**config.mk**
```make
export PLATFORM = sky130hd
export DESIGN_NAME = wb_port_arbiter
export DESIGN_NICKNAME = d
export VERILOG_FILES = /design/src/rtl/wb_port_arbiter.sv
export SDC_FILE = /design/constraint.sdc
export NUM_CORES = 1
export LEC_CHECK = 0
export BUFFER_PORTS_ARGS = -buffer_cell sky130_fd_sc_hd__buf_2
export CAP_MARGIN = 20
export CORE_ASPECT_RATIO = 1.5
export CORE_UTILIZATION = 40
export CTS_CLUSTER_DIAMETER = 100
export DETAILED_ROUTE_END_ITERATION = 10
export PLACE_DENSITY_LB_ADDON = 0.2
export SYNTH_ARGS = -nofsm -noshare
export SYNTH_HDL_FRONTEND = slang
export SYNTH_SLANG_ARGS = --single-unit
```
**constraint.sdc**
```tcl
create_clock -name clk -period 2.05 [get_ports clk]
set_clock_uncertainty 0.15 [all_clocks]
set_input_delay 0.205 -clock clk [delete_from_list [all_inputs] [get_ports clk]]
set_output_delay 0.205 -clock clk [all_outputs]
set_load 0.02 [all_outputs]
```
**src/rtl/wb_port_arbiter.sv**
```systemverilog
// wb_port_arbiter
//   Arbitrates the single register-file write port between the in-order
//   writeback result and the out-of-order mul/div result. A one-entry buffer
//   absorbs mul/div results while the pipeline owns the port. A bounded-wait
//   counter forces a one-cycle pipeline stall (DRAIN) so a buffered result
//   is never starved.
//
//   Optional feature macro: WB_ARB_BYPASS_EN
//     defined   : a mul/div result arriving in IDLE while the pipeline is not
//                 writing goes straight to the port in the same cycle.
//     undefined : every mul/div result passes through the buffer.
//
// Parameters
//   XLEN      data width
//   MAX_WAIT  cycles a buffered result may wait before a forced drain (>=1)
//
// Ports
//   clk, rst_n                  clock (rising edge), async active-low reset
//   wb_we_W/wb_rd_W/wb_data_W   pipeline writeback request
//   md_valid/md_rd/md_data      mul/div result, held stable until accepted
//   md_ready                    mul/div result accepted on md_valid&&md_ready
//   stall_W                     freeze the pipeline this cycle
//   rf_we/rf_rd/rf_wdata        register-file write port
//   buf_valid/buf_rd/buf_data   pending buffered result (forwarding/scoreboard)

module wb_port_arbiter #(
  parameter int unsigned XLEN     = 32,
  parameter int unsigned MAX_WAIT = 4
) (
  input  logic            clk,
  input  logic            rst_n,
  input  logic            wb_we_W,
  input  logic [4:0]      wb_rd_W,
  input  logic [XLEN-1:0] wb_data_W,
  input  logic            md_valid,
  input  logic [4:0]      md_rd,
  input  logic [XLEN-1:0] md_data,
  output logic            md_ready,
  output logic            stall_W,
  output logic            rf_we,
  output logic [4:0]      rf_rd,
  output logic [XLEN-1:0] rf_wdata,
  output logic            buf_valid,
  output logic [4:0]      buf_rd,
  output logic [XLEN-1:0] buf_data
);

  localparam int unsigned    CW        = $clog2(MAX_WAIT) + 1;
  localparam logic [CW-1:0]  WAIT_LAST = CW'(MAX_WAIT - 1);

  typedef enum logic [1:0] {
    IDLE  = 2'd0,
    HOLD  = 2'd1,
    DRAIN = 2'd2
  } state_t;

  state_t        state, state_nx;
  logic [CW-1:0] wait_cnt, wait_cnt_nx;
  logic          buf_load;
  logic          pw, mw;

  // x0 writes from the pipeline are treated as no request at all.
  assign pw       = wb_we_W && (wb_rd_W != '0);
  assign md_ready = !buf_valid;
  assign mw       = md_valid && md_ready;

  always_comb begin
    state_nx    = state;
    wait_cnt_nx = wait_cnt;
    buf_load    = 1'b0;
    stall_W     = 1'b0;
    rf_we       = 1'b0;
    rf_rd       = '0;
    rf_wdata    = '0;

    case (state)
      IDLE: begin
        if (pw) begin
          rf_we    = 1'b1;
          rf_rd    = wb_rd_W;
          rf_wdata = wb_data_W;
        end
        // mw with md_rd == 0 is consumed and dropped.
`ifdef WB_ARB_BYPASS_EN
        if (mw && (md_rd != '0)) begin
          if (!pw) begin
            rf_we    = 1'b1;
            rf_rd    = md_rd;
            rf_wdata = md_data;
          end else begin
            buf_load    = 1'b1;
            wait_cnt_nx = '0;
            state_nx    = HOLD;
          end
        end
`else
        if (mw && (md_rd != '0)) begin
          buf_load    = 1'b1;
          wait_cnt_nx = '0;
          state_nx    = HOLD;
        end
`endif
      end

      HOLD: begin
        if (!pw) begin
          rf_we    = 1'b1;
          rf_rd    = buf_rd;
          rf_wdata = buf_data;
          state_nx = IDLE;
        end else begin
          rf_we    = 1'b1;
          rf_rd    = wb_rd_W;
          rf_wdata = wb_data_W;
          if (wb_rd_W == buf_rd) begin
            // Younger pipeline write to the same rd supersedes the buffer.
            state_nx = IDLE;
          end else begin
            wait_cnt_nx = wait_cnt + CW'(1);
            if (wait_cnt == WAIT_LAST) begin
              state_nx = DRAIN;
            end
          end
        end
      end

      DRAIN: begin
        // Pipeline write is suppressed; the stalled stage replays it next cycle.
        stall_W  = 1'b1;
        rf_we    = 1'b1;
        rf_rd    = buf_rd;
        rf_wdata = buf_data;
        state_nx = IDLE;
      end

      default: begin
        state_nx = IDLE;
      end
    endcase
  end

  always_ff @(posedge clk or negedge rst_n) begin
    if (!rst_n) begin
      state     <= IDLE;
      wait_cnt  <= '0;
      buf_valid <= 1'b0;
      buf_rd    <= '0;
      buf_data  <= '0;
    end else begin
      state    <= state_nx;
      wait_cnt <= wait_cnt_nx;
      if (buf_load) begin
        buf_valid <= 1'b1;
        buf_rd    <= md_rd;
        buf_data  <= md_data;
      end else if (state_nx == IDLE) begin
        buf_valid <= 1'b0;
        buf_rd    <= '0;
        buf_data  <= '0;
      end
    end
  end

endmodule

```
==> flow_summary.json <==
{
  "residual_drc": 0,
  "weighted_congestion_at_the_end_of_routability_driven_global_placement": 0.828,
  "maxCapViolations": 0,
  "post-synth-top-area-fraction_pct": 40.4,
  "final_core_utilization_pct": 72.5,
  "syn_area_sq_um": 2670,
  "power_leakage_nw": 2.45,
  "yosys_warnings": 0,
  "peakVddDrop_v": 0.000769,
  "number_of_h_tree_levels": 2,
  "setup.worst_path.class": "reg2out",
  "hpwl_um": 6150,
  "register_bit_total_from_synthesis": 43,
  "drtIter0Drc": 118,
  "core_sq_um": 6490,
  "post-route-min-period_ns": 2.26,
  "post_synth_inst_count": 279,
  "cp.arrival_ns": 1.90,
  "synth_seq_area_share_pct": 40.4,
  "pin_count_of_the_biggest_net_entering_global_routing": 38,
  "globalRouteOverflowTotal": 0,
  "antenna_found_initial": 0,
  "clockRootBuffer": "clkbuf_8",
  "final_hold_viol_count": 0,
  "syn-mean-instance-area_sq_um": 9.55,
  "period_share_pct": 110,
  "top_level_ports": 156,
  "initial_utilization_pct": 41.1,
  "std_cell_rows": 36,
  "postLayoutSetupSlackWorst_ns": -0.206,
  "cellPowerDensity_nw_per_um2": 1410,
  "global_route.usage.total_pct": 26.4,
  "die_width_um": 68.6,
  "cp.required_ns": 1.69,
  "drtAntennaViolNets": 0,
  "internal_power_consumption_mw": 3.49,
  "number_of_global_route_vias_before_repair": 2942,
  "synth_area_leader_cell": "dfrtp_1",
  "post_synth_main_area_contributors": "dfrtp_1, mux2i_1, a22oi_1",
  "timing.critical_path.fanout_max": 7,
  "drt_wl_total_um": 9790,
  "timing.critical_path.to_type": "output port",
  "post-synth-top-count-cell": "dfrtp_1",
  "min_path_type": "in2reg",
  "sequential_share_of_power_pct": 21.3,
  "p_clk_share_pct": 8.3,
  "drive_above_1_share_pct": 70.5,
  "outcome": "complete, but fails checks",
  "synth-edff-count": 0,
  "grt_setup_unrepaired": "true",
  "die_height_um": 102,
  "cts.clk_slew.worst_paths_ns": 0.09,
  "violations": "negative setup slack",
  "yosysUniqueCellTypes": 35,
  "inserted_clock_buffers": 5,
  "vias_after_detailed_routing": 3012,
  "postSynth.asyncResetShare_pct": 100,
  "nNetsFinal": 554,
  "fmax_ghz": 0.443,
  "timing.final.max_slew_violations": 0,
  "synth.top_cells.by_count": "dfrtp_1, nor2_1, mux2i_1, a22oi_1, a21oi_1",
  "clk_latency_ns": 0.30,
  "area_delta_synth_final_pct": 76.4,
  "drt-pass1-iter-count": 4,
  "timing.max_slew.rel_slack_pct": 66.6,
  "die_area_sq_um": 7000,
  "power.combinational.fraction_pct": 70.5,
  "detailedPlace.worstSlack_ns": -0.273,
  "ys_dominant_reg_cell": "dfrtp_1",
  "tritoncts": "built",
  "route.detailed.vias_per_inst": 5.51,
  "p_sw_mw": 3.15,
  "antenna_cells_inserted": 0,
  "cts_max_path_buffers": 2,
  "synthesis.nets": 363,
  "switching_share_pct": 47.4,
  "buffer_ports.inserted": 155,
  "grt_pass1_wl_um": 13800,
  "timing_worst_slew_pin_value_ns": 0.500,
  "clock-sinks": 43,
  "finalSetupViolCount": 56,
  "routed_wire_length_per_instance_um": 17.9,
  "startpoint_kind_of_the_worst_setup_timing_path": "flip-flop"
}
==> layer usage <==
layer / routed length [um] / vias up / share of wire, % / track usage (%)
li1: - / 1396 / - / -
met2: 5350 / 124 / 55 / 47.8
met1: 3690 / 1469 / 38 / 30.4
met4: 265 / 0 / 2.7 / 10.6
met5: 0 / - / 0 / 0
met3: 478 / 23 / 4.9 / 3.35
==> worst paths after layout <==
check                           slack [ns]   startpoint      endpoint  cells past startpoint
worst max-delay path                 -0.21     state[0]  rf_wdata[15]                      7
worst min-delay path                  0.02  md_data[15]  buf_data[15]                      3
worst max register to register       -0.04    buf_rd[3]   buf_data[7]                      7
worst min register to register        0.44    buf_valid     buf_valid                      2
max in group asynchronous             0.89        rst_n     buf_rd[1]                      3
min in group asynchronous             0.10        rst_n  buf_data[24]                      2
==> kinds of logic after synthesis <==
| family | count (synthesis) | synth area share [%] |
|---|---|---|
| xor gates and xnor gates | 5 | 1.64 |
| DFF | 43 | 40.4 |
| adders and majority gates | 6 | 2.82 |
| muxes | 39 | 14.6 |
| AOI/OAI and AO/OA | 89 | 22.5 |
| buffers and inverters | 35 | 7.75 |
| and+or+nand+nor | 62 | 10.3 |
==> cells in the final DEF (no fill, tap or decap), drive strengths merged, types with 2 or more instances in the layout <==
master and n:
o21ai 5, xnor2 2, clkbuf 10, ha 6, nand3b 3, a21oi 38
nand2 9, or3 4, inv 8, nor2 41, mux2i 39, a22oi 38
xor2 3, dfrtp 43, buf 205, nor4 2
==> critical path: stages, from the launching register on <==
cell       delay [ns]
dfrtp_1          0.42
ha_2             0.22
buf_6            0.12
a21o_4           0.28
clkbuf_16        0.19
a22oi_2          0.18
nor2_2           0.04
buf_2            0.15
==> power by group through the flow <==
stage	combinational (mW)	sequential (mW)	clock (mW)
after floorplan	1.95	1.67	0
after global placement	3.34	1.38	0
after detailed placement	3.40	1.39	0
after CTS	3.95	1.41	0.556
after global routing	4.96	1.45	0.584
final	4.68	1.41	0.549
==> state kept, by name, indices dropped and copies added, names as in the netlist <==
signal / count
buf_valid: 1
state: 2
buf_data: 32
wait_cnt: 3
buf_rd: 5
==> layout make-up <==
| class | count | area [sq um] |
|---|---|---|
| timing repair buffer | 210 | 1560 |
| fill | 476 | 1790 |
| inverter | 8 | 30.0 |
| tap | 76 | 95.1 |
| sequential | 43 | 1080 |
| clock inverter | 2 | 12.5 |
| clock buffer | 6 | 72.6 |
| multi-input combinational | 202 | 1850 |
==> timing repair <==
item	CTS	global route
gates cloned	3	4
hold buffers	1	0
setup buffers	7	7
pin swaps	18	11
endpoints found under the setup margin	37	75
resized for setup	68	55
endpoints found under the hold margin	43	0
==> through the flow <==
stage | instance area, sq um | cells | total power, mW | TNS (ns) | hold WS (ns)
after floorplan | 2790 | 279 | 3.61 | -0.0127 | -0.241
after global placement | 3820 | 517 | 4.73 | -6.09 | -0.106
after detailed placement | 3820 | 517 | 4.79 | -8.49 | -0.0998
after CTS | 4320 | 536 | 5.92 | -5.22 | 0.0221
after global routing | 4700 | 547 | 6.99 | -10.87 | 0.0266
final | 4700 | 547 | 6.65 | -7.00 | 0.0171
Power figures use the tool's default switching activity.
